### src/rtl/axi_burst_splitter_if.sv
// Bundle of the user command port, the AXI4 AW/AR/B/R channels and the write-length hand-off.
// "master" is the burst splitter side, "slave" is the AXI slave / command issuer side.
interface axi_burst_splitter_if #(
    parameter int ADDR_WIDTH       = 32,
    parameter int MAX_PACKET_WIDTH = 13
);
    logic                        cmd_en;
    logic                        cmd_wr_rd;
    logic [ADDR_WIDTH-1:0]       cmd_addr;
    logic                        cmd_adr_fixed_en;
    logic [MAX_PACKET_WIDTH-1:0] cmd_data_count;
    logic                        cmd_ack;
    logic                        cmd_error;

    logic [ADDR_WIDTH-1:0]       awaddr;
    logic [7:0]                  awlen;
    logic [2:0]                  awsize;
    logic [1:0]                  awburst;
    logic [3:0]                  awid;
    logic                        awvalid;
    logic                        awready;

    logic [ADDR_WIDTH-1:0]       araddr;
    logic [7:0]                  arlen;
    logic [2:0]                  arsize;
    logic [1:0]                  arburst;
    logic [3:0]                  arid;
    logic                        arvalid;
    logic                        arready;

    logic                        bvalid;
    logic [1:0]                  bresp;
    logic                        bready;

    logic                        rvalid;
    logic                        rready;
    logic                        rlast;
    logic [1:0]                  rresp;

    logic                        blen_valid;
    logic [8:0]                  blen;
    logic                        blen_ready;

    modport master (
        input  cmd_en, cmd_wr_rd, cmd_addr, cmd_adr_fixed_en, cmd_data_count,
        output cmd_ack, cmd_error,
        output awaddr, awlen, awsize, awburst, awid, awvalid,
        input  awready,
        output araddr, arlen, arsize, arburst, arid, arvalid,
        input  arready,
        input  bvalid, bresp,
        output bready,
        input  rvalid, rready, rlast, rresp,
        output blen_valid, blen,
        input  blen_ready
    );

    modport slave (
        output cmd_en, cmd_wr_rd, cmd_addr, cmd_adr_fixed_en, cmd_data_count,
        input  cmd_ack, cmd_error,
        input  awaddr, awlen, awsize, awburst, awid, awvalid,
        output awready,
        input  araddr, arlen, arsize, arburst, arid, arvalid,
        output arready,
        output bvalid, bresp,
        input  bready,
        output rvalid, rready, rlast, rresp,
        input  blen_valid, blen,
        output blen_ready
    );
endinterface

### src/rtl/axi_burst_splitter.sv
// Splits one user command into AXI4 AW/AR bursts bounded by 4KB pages and the burst cap,
// tracks outstanding bursts and acks the command once every B / final R beat has returned.
module axi_burst_splitter #(
    parameter int         ADDR_WIDTH       = 32,
    parameter int         DATA_WIDTH       = 32,
    parameter int         MAX_PACKET_SIZE  = 4096,
    parameter int         MAX_PACKET_WIDTH = 13,
    parameter int         MAX_BURST_LEN    = 256,
    parameter int         MAX_OUTSTANDING  = 4,
    parameter logic [3:0] AXI_ID           = 4'd0
) (
    input  logic                 clk,
    input  logic                 rst_n,
    axi_burst_splitter_if.master bus
);
    localparam int BYTES     = DATA_WIDTH / 8;
    localparam int SIZE      = $clog2(BYTES);
    localparam int FIXED_CAP = (MAX_BURST_LEN < 16) ? MAX_BURST_LEN : 16;
    localparam int LW        = ($clog2(MAX_PACKET_SIZE) + 2 > 14) ? $clog2(MAX_PACKET_SIZE) + 2 : 14;
    localparam int OW        = 5;
    localparam int PTR_W     = (MAX_OUTSTANDING > 1) ? $clog2(MAX_OUTSTANDING) : 1;

    typedef enum logic [1:0] {IDLE, ISSUE, DRAIN, DONE} state_t;

    state_t                      state_reg, state_next;
    logic                        wr_reg;
    logic                        fixed_reg;
    logic [ADDR_WIDTH-1:0]       addr_reg;
    logic [MAX_PACKET_WIDTH-1:0] remaining_reg;
    logic [7:0]                  axlen_reg;
    logic                        valid_reg;
    logic [OW-1:0]               outstanding_reg, outstanding_next;
    logic                        error_reg;

    logic [8:0]                  fifo_mem [0:MAX_OUTSTANDING-1];
    logic [PTR_W-1:0]            wr_ptr_reg, rd_ptr_reg;
    logic [OW-1:0]               fifo_count_reg, fifo_count_next;

    logic                        active;
    logic                        handshake;
    logic                        resp_done;
    logic                        resp_err;
    logic                        bready_int;
    logic                        raise;
    logic                        fifo_full;
    logic                        push_ok;
    logic                        pop;
    logic [12:0]                 to4k_bytes;
    logic [LW-1:0]               to4k_beats;
    logic [LW-1:0]               rem_ext;
    logic [LW-1:0]               cap;
    logic [LW-1:0]               len_min;
    logic [8:0]                  len_calc;
    logic [8:0]                  burst_len;
    logic [ADDR_WIDTH-1:0]       align_mask;

    assign align_mask = {ADDR_WIDTH{1'b1}} << SIZE;

    // Burst length: the smallest of beats left, the burst cap, and (INCR only) beats to the 4KB page end.
    assign to4k_bytes = 13'h1000 - {1'b0, addr_reg[11:0]};
    assign to4k_beats = LW'(to4k_bytes >> SIZE);
    assign rem_ext    = LW'(remaining_reg);
    assign cap        = fixed_reg ? LW'(FIXED_CAP) : LW'(MAX_BURST_LEN);

    always_comb begin
        len_min = (rem_ext < cap) ? rem_ext : cap;
        if (!fixed_reg && (to4k_beats < len_min)) begin
            len_min = to4k_beats;
        end
    end

    assign len_calc  = 9'(len_min);
    assign burst_len = {1'b0, axlen_reg} + 9'd1;

    assign active     = (state_reg == ISSUE) || (state_reg == DRAIN);
    assign handshake  = valid_reg & (wr_reg ? bus.awready : bus.arready);
    assign bready_int = active & wr_reg;
    assign resp_done  = active & (wr_reg ? (bus.bvalid & bready_int)
                                         : (bus.rvalid & bus.rready & bus.rlast));
    assign resp_err   = active & (wr_reg ? (bus.bvalid & bready_int & (bus.bresp != 2'b00))
                                         : (bus.rvalid & bus.rready & (bus.rresp != 2'b00)));

    assign fifo_full = (fifo_count_reg == OW'(MAX_OUTSTANDING));
    assign pop       = bus.blen_valid & bus.blen_ready;
    assign push_ok   = handshake & wr_reg & (~fifo_full | pop);

    // A new burst is only offered once the previous one has been accepted and there is room to track it.
    assign raise = (state_reg == ISSUE) && !valid_reg
                && (outstanding_reg < OW'(MAX_OUTSTANDING))
                && !(wr_reg && fifo_full);

    always_comb begin
        outstanding_next = outstanding_reg;
        case ({handshake, resp_done})
            2'b10:   outstanding_next = outstanding_reg + OW'(1);
            2'b01:   outstanding_next = (outstanding_reg != '0) ? outstanding_reg - OW'(1) : outstanding_reg;
            default: outstanding_next = outstanding_reg;
        endcase
    end

    always_ff @(posedge clk or negedge rst_n) begin
        if (!rst_n) begin
            state_reg <= IDLE;
        end else begin
            state_reg <= state_next;
        end
    end

    always_comb begin
        state_next = state_reg;
        case (state_reg)
            IDLE: begin
                if (bus.cmd_en) begin
                    state_next = (bus.cmd_data_count == '0) ? DONE : ISSUE;
                end
            end
            ISSUE: begin
                if (handshake && (remaining_reg == MAX_PACKET_WIDTH'(burst_len))) begin
                    state_next = DRAIN;
                end
            end
            DRAIN: begin
                if (outstanding_next == '0) begin
                    state_next = DONE;
                end
            end
            DONE: begin
                if (!bus.cmd_en) begin
                    state_next = IDLE;
                end
            end
            default: state_next = IDLE;
        endcase
    end

    always_ff @(posedge clk or negedge rst_n) begin
        if (!rst_n) begin
            wr_reg          <= 1'b0;
            fixed_reg       <= 1'b0;
            addr_reg        <= '0;
            remaining_reg   <= '0;
            axlen_reg       <= '0;
            valid_reg       <= 1'b0;
            outstanding_reg <= '0;
            error_reg       <= 1'b0;
        end else begin
            if ((state_reg == IDLE) && bus.cmd_en) begin
                wr_reg        <= bus.cmd_wr_rd;
                fixed_reg     <= bus.cmd_adr_fixed_en;
                addr_reg      <= bus.cmd_addr & align_mask;
                remaining_reg <= bus.cmd_data_count;
                error_reg     <= 1'b0;
            end
            if (raise) begin
                valid_reg <= 1'b1;
                axlen_reg <= 8'(len_calc - 9'd1);
            end
            if (handshake) begin
                valid_reg     <= 1'b0;
                remaining_reg <= remaining_reg - MAX_PACKET_WIDTH'(burst_len);
                if (!fixed_reg) begin
                    addr_reg <= addr_reg + (ADDR_WIDTH'(burst_len) << SIZE);
                end
            end
            if (resp_err) begin
                error_reg <= 1'b1;
            end
            outstanding_reg <= outstanding_next;
        end
    end

    // Write-length FIFO: first-word-fall-through, storage kept reset-free so it maps onto RAM.
    always_ff @(posedge clk) begin
        if (push_ok) begin
            fifo_mem[wr_ptr_reg] <= burst_len;
        end
    end

    always_comb begin
        fifo_count_next = fifo_count_reg;
        case ({push_ok, pop})
            2'b10:   fifo_count_next = fifo_count_reg + OW'(1);
            2'b01:   fifo_count_next = fifo_count_reg - OW'(1);
            default: fifo_count_next = fifo_count_reg;
        endcase
    end

    always_ff @(posedge clk or negedge rst_n) begin
        if (!rst_n) begin
            wr_ptr_reg     <= '0;
            rd_ptr_reg     <= '0;
            fifo_count_reg <= '0;
        end else begin
            if (push_ok) begin
                wr_ptr_reg <= (wr_ptr_reg == PTR_W'(MAX_OUTSTANDING - 1)) ? '0 : wr_ptr_reg + PTR_W'(1);
            end
            if (pop) begin
                rd_ptr_reg <= (rd_ptr_reg == PTR_W'(MAX_OUTSTANDING - 1)) ? '0 : rd_ptr_reg + PTR_W'(1);
            end
            fifo_count_reg <= fifo_count_next;
        end
    end

    assign bus.blen_valid = (fifo_count_reg != '0);
    assign bus.blen       = bus.blen_valid ? fifo_mem[rd_ptr_reg] : 9'd0;

    // Address channel fields read as zero whenever their channel is not presenting a burst.
    assign bus.awvalid = valid_reg & wr_reg;
    assign bus.awaddr  = bus.awvalid ? addr_reg : '0;
    assign bus.awlen   = bus.awvalid ? axlen_reg : 8'd0;
    assign bus.awsize  = bus.awvalid ? 3'(SIZE) : 3'd0;
    assign bus.awburst = bus.awvalid ? (fixed_reg ? 2'b00 : 2'b01) : 2'b00;
    assign bus.awid    = bus.awvalid ? AXI_ID : 4'd0;

    assign bus.arvalid = valid_reg & ~wr_reg;
    assign bus.araddr  = bus.arvalid ? addr_reg : '0;
    assign bus.arlen   = bus.arvalid ? axlen_reg : 8'd0;
    assign bus.arsize  = bus.arvalid ? 3'(SIZE) : 3'd0;
    assign bus.arburst = bus.arvalid ? (fixed_reg ? 2'b00 : 2'b01) : 2'b00;
    assign bus.arid    = bus.arvalid ? AXI_ID : 4'd0;

    assign bus.bready    = bready_int;
    assign bus.cmd_ack   = (state_reg == DONE);
    assign bus.cmd_error = (state_reg == DONE) & error_reg;
endmodule

### src/flat_wrapper.sv
// flat-port wrapper written by rule: the top's interface ports become plain ports
module axi_burst_splitter_flat 
#(
    parameter int         ADDR_WIDTH       = 32,
    parameter int         DATA_WIDTH       = 32,
    parameter int         MAX_PACKET_SIZE  = 4096,
    parameter int         MAX_PACKET_WIDTH = 13,
    parameter int         MAX_BURST_LEN    = 256,
    parameter int         MAX_OUTSTANDING  = 4,
    parameter logic [3:0] AXI_ID           = 4'd0
)
  (clk, rst_n, bus_cmd_en, bus_cmd_wr_rd, bus_cmd_addr, bus_cmd_adr_fixed_en, bus_cmd_data_count, bus_cmd_ack, bus_cmd_error, bus_awaddr, bus_awlen, bus_awsize, bus_awburst, bus_awid, bus_awvalid, bus_awready, bus_araddr, bus_arlen, bus_arsize, bus_arburst, bus_arid, bus_arvalid, bus_arready, bus_bvalid, bus_bresp, bus_bready, bus_rvalid, bus_rready, bus_rlast, bus_rresp, bus_blen_valid, bus_blen, bus_blen_ready);
  axi_burst_splitter_if #(.ADDR_WIDTH(ADDR_WIDTH), .MAX_PACKET_WIDTH(MAX_PACKET_WIDTH)) bus_i ();
  input  logic clk;
  input  logic rst_n;
  input wire logic [$bits(bus_i.cmd_en)-1:0] bus_cmd_en;
  input wire logic [$bits(bus_i.cmd_wr_rd)-1:0] bus_cmd_wr_rd;
  input wire logic [$bits(bus_i.cmd_addr)-1:0] bus_cmd_addr;
  input wire logic [$bits(bus_i.cmd_adr_fixed_en)-1:0] bus_cmd_adr_fixed_en;
  input wire logic [$bits(bus_i.cmd_data_count)-1:0] bus_cmd_data_count;
  output wire logic [$bits(bus_i.cmd_ack)-1:0] bus_cmd_ack;
  output wire logic [$bits(bus_i.cmd_error)-1:0] bus_cmd_error;
  output wire logic [$bits(bus_i.awaddr)-1:0] bus_awaddr;
  output wire logic [$bits(bus_i.awlen)-1:0] bus_awlen;
  output wire logic [$bits(bus_i.awsize)-1:0] bus_awsize;
  output wire logic [$bits(bus_i.awburst)-1:0] bus_awburst;
  output wire logic [$bits(bus_i.awid)-1:0] bus_awid;
  output wire logic [$bits(bus_i.awvalid)-1:0] bus_awvalid;
  input wire logic [$bits(bus_i.awready)-1:0] bus_awready;
  output wire logic [$bits(bus_i.araddr)-1:0] bus_araddr;
  output wire logic [$bits(bus_i.arlen)-1:0] bus_arlen;
  output wire logic [$bits(bus_i.arsize)-1:0] bus_arsize;
  output wire logic [$bits(bus_i.arburst)-1:0] bus_arburst;
  output wire logic [$bits(bus_i.arid)-1:0] bus_arid;
  output wire logic [$bits(bus_i.arvalid)-1:0] bus_arvalid;
  input wire logic [$bits(bus_i.arready)-1:0] bus_arready;
  input wire logic [$bits(bus_i.bvalid)-1:0] bus_bvalid;
  input wire logic [$bits(bus_i.bresp)-1:0] bus_bresp;
  output wire logic [$bits(bus_i.bready)-1:0] bus_bready;
  input wire logic [$bits(bus_i.rvalid)-1:0] bus_rvalid;
  input wire logic [$bits(bus_i.rready)-1:0] bus_rready;
  input wire logic [$bits(bus_i.rlast)-1:0] bus_rlast;
  input wire logic [$bits(bus_i.rresp)-1:0] bus_rresp;
  output wire logic [$bits(bus_i.blen_valid)-1:0] bus_blen_valid;
  output wire logic [$bits(bus_i.blen)-1:0] bus_blen;
  input wire logic [$bits(bus_i.blen_ready)-1:0] bus_blen_ready;
  assign bus_i.cmd_en = bus_cmd_en;
  assign bus_i.cmd_wr_rd = bus_cmd_wr_rd;
  assign bus_i.cmd_addr = bus_cmd_addr;
  assign bus_i.cmd_adr_fixed_en = bus_cmd_adr_fixed_en;
  assign bus_i.cmd_data_count = bus_cmd_data_count;
  assign bus_cmd_ack = bus_i.cmd_ack;
  assign bus_cmd_error = bus_i.cmd_error;
  assign bus_awaddr = bus_i.awaddr;
  assign bus_awlen = bus_i.awlen;
  assign bus_awsize = bus_i.awsize;
  assign bus_awburst = bus_i.awburst;
  assign bus_awid = bus_i.awid;
  assign bus_awvalid = bus_i.awvalid;
  assign bus_i.awready = bus_awready;
  assign bus_araddr = bus_i.araddr;
  assign bus_arlen = bus_i.arlen;
  assign bus_arsize = bus_i.arsize;
  assign bus_arburst = bus_i.arburst;
  assign bus_arid = bus_i.arid;
  assign bus_arvalid = bus_i.arvalid;
  assign bus_i.arready = bus_arready;
  assign bus_i.bvalid = bus_bvalid;
  assign bus_i.bresp = bus_bresp;
  assign bus_bready = bus_i.bready;
  assign bus_i.rvalid = bus_rvalid;
  assign bus_i.rready = bus_rready;
  assign bus_i.rlast = bus_rlast;
  assign bus_i.rresp = bus_rresp;
  assign bus_blen_valid = bus_i.blen_valid;
  assign bus_blen = bus_i.blen;
  assign bus_i.blen_ready = bus_blen_ready;
  axi_burst_splitter #(.ADDR_WIDTH(ADDR_WIDTH), .DATA_WIDTH(DATA_WIDTH), .MAX_PACKET_SIZE(MAX_PACKET_SIZE), .MAX_PACKET_WIDTH(MAX_PACKET_WIDTH), .MAX_BURST_LEN(MAX_BURST_LEN), .MAX_OUTSTANDING(MAX_OUTSTANDING), .AXI_ID(AXI_ID)) u_core (.clk(clk), .rst_n(rst_n), .bus(bus_i));
endmodule
### config.mk
export PLATFORM = sky130hd
export DESIGN_NAME = axi_burst_splitter_flat
export DESIGN_NICKNAME = d
export VERILOG_FILES = /design/src/rtl/axi_burst_splitter_if.sv /design/src/rtl/axi_burst_splitter.sv /design/src/flat_wrapper.sv
export SDC_FILE = /design/constraint.sdc
export NUM_CORES = 1
export LEC_CHECK = 0
export CORE_MARGIN = 5
export CORE_UTILIZATION = 52
export DETAILED_ROUTE_END_ITERATION = 6
export PLACE_DENSITY = 0.84
export SLEW_MARGIN = 0
export SYNTH_ARGS = -nofsm -noshare
export SYNTH_HDL_FRONTEND = slang
export SYNTH_SLANG_ARGS = --single-unit
### constraint.sdc
create_clock -name clk -period 6 [get_ports clk]
set_input_delay 0.6 -clock clk [delete_from_list [all_inputs] [get_ports clk]]
set_output_delay 0.6 -clock clk [all_outputs]
set_load 0.02 [all_outputs]
; Word-level counts from Yosys, hierarchy flattened
; Memories as Yosys holds them, arrays and structs flattened.
; Index checks and enable logic that the tools add are counted.
[op_classes]
div_mod_pow = 0
multipliers = 0
n_lt_le_gt_ge = 3
n_addsub = 11
shifts = 0
n_eq_ne = 15
reduce_logical = 23
bitwise_logic = 18
muxes = 38
[ops]
columns = op, count
row1 = 2-to-1 mux 32 bit, 5
row2 = 2-to-1 mux 13 bit, 3
row3 = adder 32 x 11 -> 32 bit, 1
row4 = 2-to-1 mux 8 bit, 3
row5 = 2-to-1 mux 2 bit, 11
row6 = one-hot mux 5 bit (2 select lines), 2
row7 = 2-to-1 mux 9 bit, 2
row8 = AND 1 bit, 15
row9 = < comparator 11 x 14 -> 1 bit, 1
row10 = < comparator 13 x 14 -> 1 bit, 1
row11 = equality test 13 x 9 -> 1 bit, 1
row12 = logical NOT 13 bit, 1
row13 = subtractor 13 x 12 -> 13 bit (first input constant), 1
row14 = subtractor 13 x 9 -> 13 bit, 1
row15 = equality test 2 bit (second input constant), 6
row16 = nonzero test 2 bit, 6
row17 = adder 5 x 1 -> 5 bit (second input constant), 2
row18 = 2-to-1 mux 1 bit, 10
row19 = nonzero test 5 bit, 2
row20 = subtractor 5 x 1 -> 5 bit (second input constant), 2
row21 = adder 8 x 1 -> 9 bit (second input constant), 1
row22 = != test 2 bit (second input constant), 4
row23 = one-hot mux 2 bit (4 select lines), 1
row24 = subtractor 8 x 1 -> 8 bit (second input constant), 1
row25 = 13 further kinds, 25
[totals]
out_inout_bits = 113
romBits = 0
in_bits = 61
latchBits = 0
mem_count = 1
regBits = 73
mem_bits_rw = 36
[mem_list]
columns = name, depth, width, rd, rd_clocked_by_memory_dff, wr, line_no
row1 = u_core.fifo_mem, 4, 9, 1, 0, 1, axi_burst_splitter.sv:35  ; logic [8:0] fifo_mem [0:MAX_OUTSTANDING-1];

; Depth between registers and ports, before layout
[logic_depth]
ltp_word = 11
mapped_depth = 21

; Worst setup path before layout
; Ideal clock, no wire load.
[synth_timing]
kind = reg2reg
startpoint = reg u_core.addr_reg[3]
endpoint = reg u_core.axlen_reg[6]
stages_incl_launch_ff = 21
required_time_ns = 5.917
path_slack_ns = 0.896
setup_ns = 0.083
path_buffers = 1
arrival_ns = 5.021
period_less_slack_ns = 5.104
path_cell_list = dfrtp_1 > or4_4 > or3_4 > or3_4 > or3_4 > nor3_2 > nor2_2 > ha_1 > nand3_1 > or4b_1 > a41o_1 > nand3_1 > mux2_2 > ha_1 > clkbuf_1 > nand2_1 > nor3_1 > a22oi_1 > xor2_1 > mux2i_1 > o21ai_0
[synth_between]
elab_chain_cells = 5
[synth_lines]
columns = element, line_no
row1 = start: declaration, axi_burst_splitter.sv:28  ; logic [ADDR_WIDTH-1:0] addr_reg;
row2 = start signal: assignment, axi_burst_splitter.sv:150  ; addr_reg <= bus.cmd_addr & align_mask;
row3 = start signal: assignment, axi_burst_splitter.sv:162  ; addr_reg <= addr_reg + (ADDR_WIDTH'(burst_len) << SIZE);
row4 = subtractor 13 x 12 -> 13 bit *, axi_burst_splitter.sv:60  ; assign to4k_bytes = 13'h1000 - {1'b0, addr_reg[11:0]};
row5 = < comparator 11 x 14 -> 1 bit, axi_burst_splitter.sv:67  ; if (!fixed_reg && (to4k_beats < len_min)) begin
row6 = logical AND 1 bit, axi_burst_splitter.sv:67
row7 = 2-to-1 mux 8 bit *, axi_burst_splitter.sv:67
row8 = subtractor 8 x 1 -> 8 bit *, axi_burst_splitter.sv:156  ; axlen_reg <= 8'(len_calc - 9'd1);
row9 = end signal: assignment, axi_burst_splitter.sv:156
row10 = end: declaration, axi_burst_splitter.sv:30  ; logic [7:0] axlen_reg;
; Mark *: on every way between the ends. The rest lies on a longest branch, timed or not.
; A chain may end at the register's enable or synchronous reset.

; Final worst setup path
; Same ends and word-level chain as after synthesis.

==> qor_table.md <==
| Result | Value | Unit |
|---|---|---|
| Outcome | complete, no violations | - |
| Count of TritonRoute iterations in the first routing pass | 5 | - |
| CP startpoint kind | flip-flop | - |
| Setup violation total in the final timing report | 0 | - |
| Flip-flop count of the largest register, all copies and words added | 36 | - |
| Data required time at the worst endpoint | 6.28 | ns |
| IO buf count | 157 | - |
| Top_reg_cell synth | sky130_fd_sc_hd__dfrtp_1 | - |
| Total standard cell area after synthesis | 0.00776 | mm^2 |
| Maximum vdd drop | 261 | uV |
| Post-CTS setup repair buffer count | 0 | - |
| Critical path cell sequence | or4_4 -> or3_4 -> or3_4 -> or3_4 -> nor3_2 -> nor2_2 -> ha_1 -> nand3_1 -> or4b_1 -> a41o_1 -> nand3_1 -> mux2_2 -> ha_1 -> nand2_1 -> nor3_1 -> a22oi_1 -> xor2_1 -> mux2i_1 -> o21ai_0 | - |
| Post-cts sizing count | 0 | - |
| Maximum level of the CTS H-tree | 3 | - |
| Half-perimeter wire length of the detailed placement result | 15400 | um |
| Final Hold Viols | 0 | - |
| Final #Nets | 1081 | - |
| Number of flops mapped to enable cells by yosys | 36 | - |
| Violation count after the first detailed-route iteration | 545 | - |
| Setup repair after global routing missed its margin | no | - |
| Relative area change from synthesis to final layout | 24.5 | % |
| Class of the most critical hold timing path | input port to async pin | - |
| TritonCTS clock tree | yes | - |
| Antenna violations before repair | 0 | - |
| Delay of the slowest critical-path stage | 0.59 | ns |
| Worst path buffer plus inverter count | 0 | - |
| Post-synthesis sequential element count | 109 | - |
| Count of different cell masters after synthesis | 67 | - |
| Wirelength, routed | 21000 | um |
| Number of sinks handled by clock tree synthesis | 109 | - |
| Cell Rows | 44 | - |
| Die span in x | 132 | um |
| Routed vias | 6805 | - |
| Root Buffer Master | sky130_fd_sc_hd__clkbuf_16 | - |
| Count of final max-slew check failures | 0 | - |
| Worst slew pin tran | 0.993 | ns |
| Largest delay share family, worst path | simple AND/OR/NAND/NOR gates | - |
| Largest cells by area after synthesis | sky130_fd_sc_hd__dfrtp_1 (24%), sky130_fd_sc_hd__edfxtp_1 (14%), sky130_fd_sc_hd__ha_1 (7.6%) | - |
| Accumulated negative setup slack | 0 | ns |
| Area enclosed by the die boundary | 0.0175 | mm^2 |
| Chip height | 132 | um |
| Worst Skew | 0.00835 | ns |
| Fraction of final layout cells sized beyond drive strength 1 | 0.0554 | - |
| Post-synthesis area per instance | 9.23 | um^2 |
| Most frequent CP cell | sky130_fd_sc_hd__or3_4 | - |
| Vias per inst | 5.87 | - |
| Number of nets still failing antenna checks after routing | 0 | - |
| Grt total ovfl | 0 | - |
| Ys async rst share | 0.670 | - |
| Category of the critical setup timing path | flip-flop to flip-flop | - |
| Headroom to the max-slew limit | 0.338 | - |
| Power density of the placed cells | 580 | mW/mm^2 |
| Number of global-route vias before repair | 6719 | - |
| Clk_lat worst skew | 0.37 | ns |
| Top cell type by total area after synthesis | sky130_fd_sc_hd__dfrtp_1 | - |
| Clock slew at reported path FFs | 0.07 | ns |
| Critical path capture point type | flip-flop | - |
| F_max | 0.189 | GHz |
| Maximum number of pins on one net before global-route repair | 74 | - |
| Ys Warns | 0 | - |
| Cell at the slowest stage of the critical path | sky130_fd_sc_hd__or4_4 | - |
| List of most frequent post-synthesis cells | sky130_fd_sc_hd__dfrtp_1 (73), sky130_fd_sc_hd__and2_1 (65), sky130_fd_sc_hd__nand2_1 (65), sky130_fd_sc_hd__nor2_1 (59), sky130_fd_sc_hd__o21ai_0 (55) | - |
| Initial Util | 0.532 | - |
| Total GRT Usage | 0.239 | - |
| Number of maximum-capacitance constraint violations | 0 | - |
| Count leader, synth | sky130_fd_sc_hd__dfrtp_1 | - |
| Peak fanout along the critical path | 8 | - |
| Clock period minus worst slack | 5.30 | ns |
| Deepest clock path buffer count | 2 | - |
| Share of the clock period used by the worst path after layout | 0.883 | - |
| Leakage power figure | 4.09 | nW |
| Routed wire length per instance | 18.1 | um |
| Area of the core region | 0.0146 | mm^2 |
| Cell count after synthesis | 841 | - |
| Diodes inserted | 0 | - |
| Number of CTS-inserted buffers | 9 | - |
| Portion of the post-synthesis area used by sequential elements | 0.375 | - |
| Post-CTS Hold Fix Bufs | 0 | - |
| Share of Yosys cell area claimed by the top area cell type | 0.235 | - |
| Number of design rule violations left after detail routing | 0 | - |
| Gpl congestion | 0.892 | - |
| Global-route wire length before repair | 34100 | um |
| Arrival time at the worst endpoint | 5.58 | ns |
| Count of filler cells inserted in the layout | 1210 | - |
| Top Ports | 174 | - |
| Total Power | 0.00560 | W |
==> metal layers <==
metal | wire [um] | GRT usage | part of all wire
met3 | 1870 | 0.0622 | 0.089
met2 | 9940 | 0.394 | 0.47
met4 | 473 | 0.0800 | 0.023
met1 | 8720 | 0.307 | 0.42
met5 | 0 | 0 | 0
==> logic make-up after synthesis <==
group,after synthesis,synth area share
mux,38,0.0648
buf+inv,94,0.0537
compound gates,181,0.153
flops,109,0.375
simple gates,327,0.224
xor+xnor,40,0.0451
fa+ha+maj,50,0.0835
other cells,2,0.000968
==> power by group <==
part	switching, W	leakage [nW]	internal, W
Sequential	0.000404	1.20	0.00107
Combinational	0.00194	2.76	0.00159
Clock	0.000299	0.136	0.000290
Total	0.00265	4.09	0.00296
==> layout by cell type (no fill, tap or decap), types with 4 or more instances in the layout <==
cell type                         count
sky130_fd_sc_hd__nor3_1              25
sky130_fd_sc_hd__and2_1              65
sky130_fd_sc_hd__dfrtp_1             73
sky130_fd_sc_hd__and3_1              51
sky130_fd_sc_hd__a211oi_1            21
sky130_fd_sc_hd__mux2i_1             21
sky130_fd_sc_hd__a21oi_1             36
sky130_fd_sc_hd__conb_1              16
sky130_fd_sc_hd__nor4_1               4
sky130_fd_sc_hd__clkbuf_16            9
sky130_fd_sc_hd__mux2_2               8
sky130_fd_sc_hd__o22ai_1              5
sky130_fd_sc_hd__nand3_1             19
sky130_fd_sc_hd__xnor2_1             15
sky130_fd_sc_hd__inv_1               34
sky130_fd_sc_hd__clkdlybuf4s50_1    156
sky130_fd_sc_hd__edfxtp_1            36
sky130_fd_sc_hd__ha_1                47
sky130_fd_sc_hd__xor2_1              25
sky130_fd_sc_hd__nand2b_1             4
sky130_fd_sc_hd__o21ai_0             55
sky130_fd_sc_hd__nor2b_1              5
sky130_fd_sc_hd__nand2_1             65
sky130_fd_sc_hd__a21o_1               8
sky130_fd_sc_hd__nor2_1              59
sky130_fd_sc_hd__a311oi_1            13
sky130_fd_sc_hd__o31ai_1              4
sky130_fd_sc_hd__o211ai_1             4
sky130_fd_sc_hd__mux4_2               9
sky130_fd_sc_hd__nand4_1              8
sky130_fd_sc_hd__o21a_1               5
sky130_fd_sc_hd__buf_4                8
==> cell type report <==
class | count | area [um^2] | share of cell area
Clock buffer | 10 | 229 | 0.0237
Clock inverter | 6 | 53.8 | 0.00557
Inverter | 34 | 128 | 0.0132
Tap cell | 184 | 230 | 0.0238
Multi-Input combinational cell | 652 | 4490 | 0.465
Timing Repair Buffer | 164 | 1620 | 0.168
Sequential cell | 109 | 2910 | 0.301
==> metrics by stage <==
| stage | instance area (um^2) | setup slack [ns] | util | cells | hold WS, ns |
|---|---|---|---|---|---|
| floorplan | 7810 | 0.896 | - | 855 | 0.304 |
| global placement | 9380 | 0.913 | 0.643 | 1143 | 0.467 |
| detailed placement | 9380 | 0.771 | 0.643 | 1143 | 0.476 |
| CTS | 9660 | 0.712 | 0.662 | 1159 | 0.426 |
| global route | 9660 | 0.414 | 0.662 | 1159 | 0.455 |
| finish | 9660 | 0.701 | 0.662 | 1159 | 0.348 |
==> worst paths after layout <==
check | end | start | slack, ns | cells past startpoint
max | u_core.axlen_reg[6] | u_core.addr_reg[3] | 0.70 | 19
min | u_core.outstanding_reg[0] | rst_n | 0.35 | 1
max reg2reg | u_core.axlen_reg[6] | u_core.addr_reg[3] | 0.70 | 19
min reg2reg | u_core.fifo_count_reg[4] | u_core.fifo_count_reg[4] | 0.48 | 1
max in group asynchronous | u_core.outstanding_reg[3] | rst_n | 4.96 | 1
min in group clk | u_core.fifo_count_reg[4] | u_core.fifo_count_reg[4] | 0.48 | 1
==> worst register-to-register path, cell delays in order, from the launching register on <==
cell	delay, ns
sky130_fd_sc_hd__dfrtp_1	0.50
sky130_fd_sc_hd__or4_4	0.59
sky130_fd_sc_hd__or3_4	0.38
sky130_fd_sc_hd__or3_4	0.37
sky130_fd_sc_hd__or3_4	0.37
sky130_fd_sc_hd__nor3_2	0.17
sky130_fd_sc_hd__nor2_2	0.06
sky130_fd_sc_hd__ha_1	0.30
sky130_fd_sc_hd__nand3_1	0.13
sky130_fd_sc_hd__or4b_1	0.54
sky130_fd_sc_hd__a41o_1	0.26
sky130_fd_sc_hd__nand3_1	0.15
sky130_fd_sc_hd__mux2_2	0.37
sky130_fd_sc_hd__ha_1	0.29
sky130_fd_sc_hd__nand2_1	0.14
sky130_fd_sc_hd__nor3_1	0.05
sky130_fd_sc_hd__a22oi_1	0.17
sky130_fd_sc_hd__xor2_1	0.16
sky130_fd_sc_hd__mux2i_1	0.08
sky130_fd_sc_hd__o21ai_0	0.13
No activity file was read; power rests on OpenSTA's default activity.
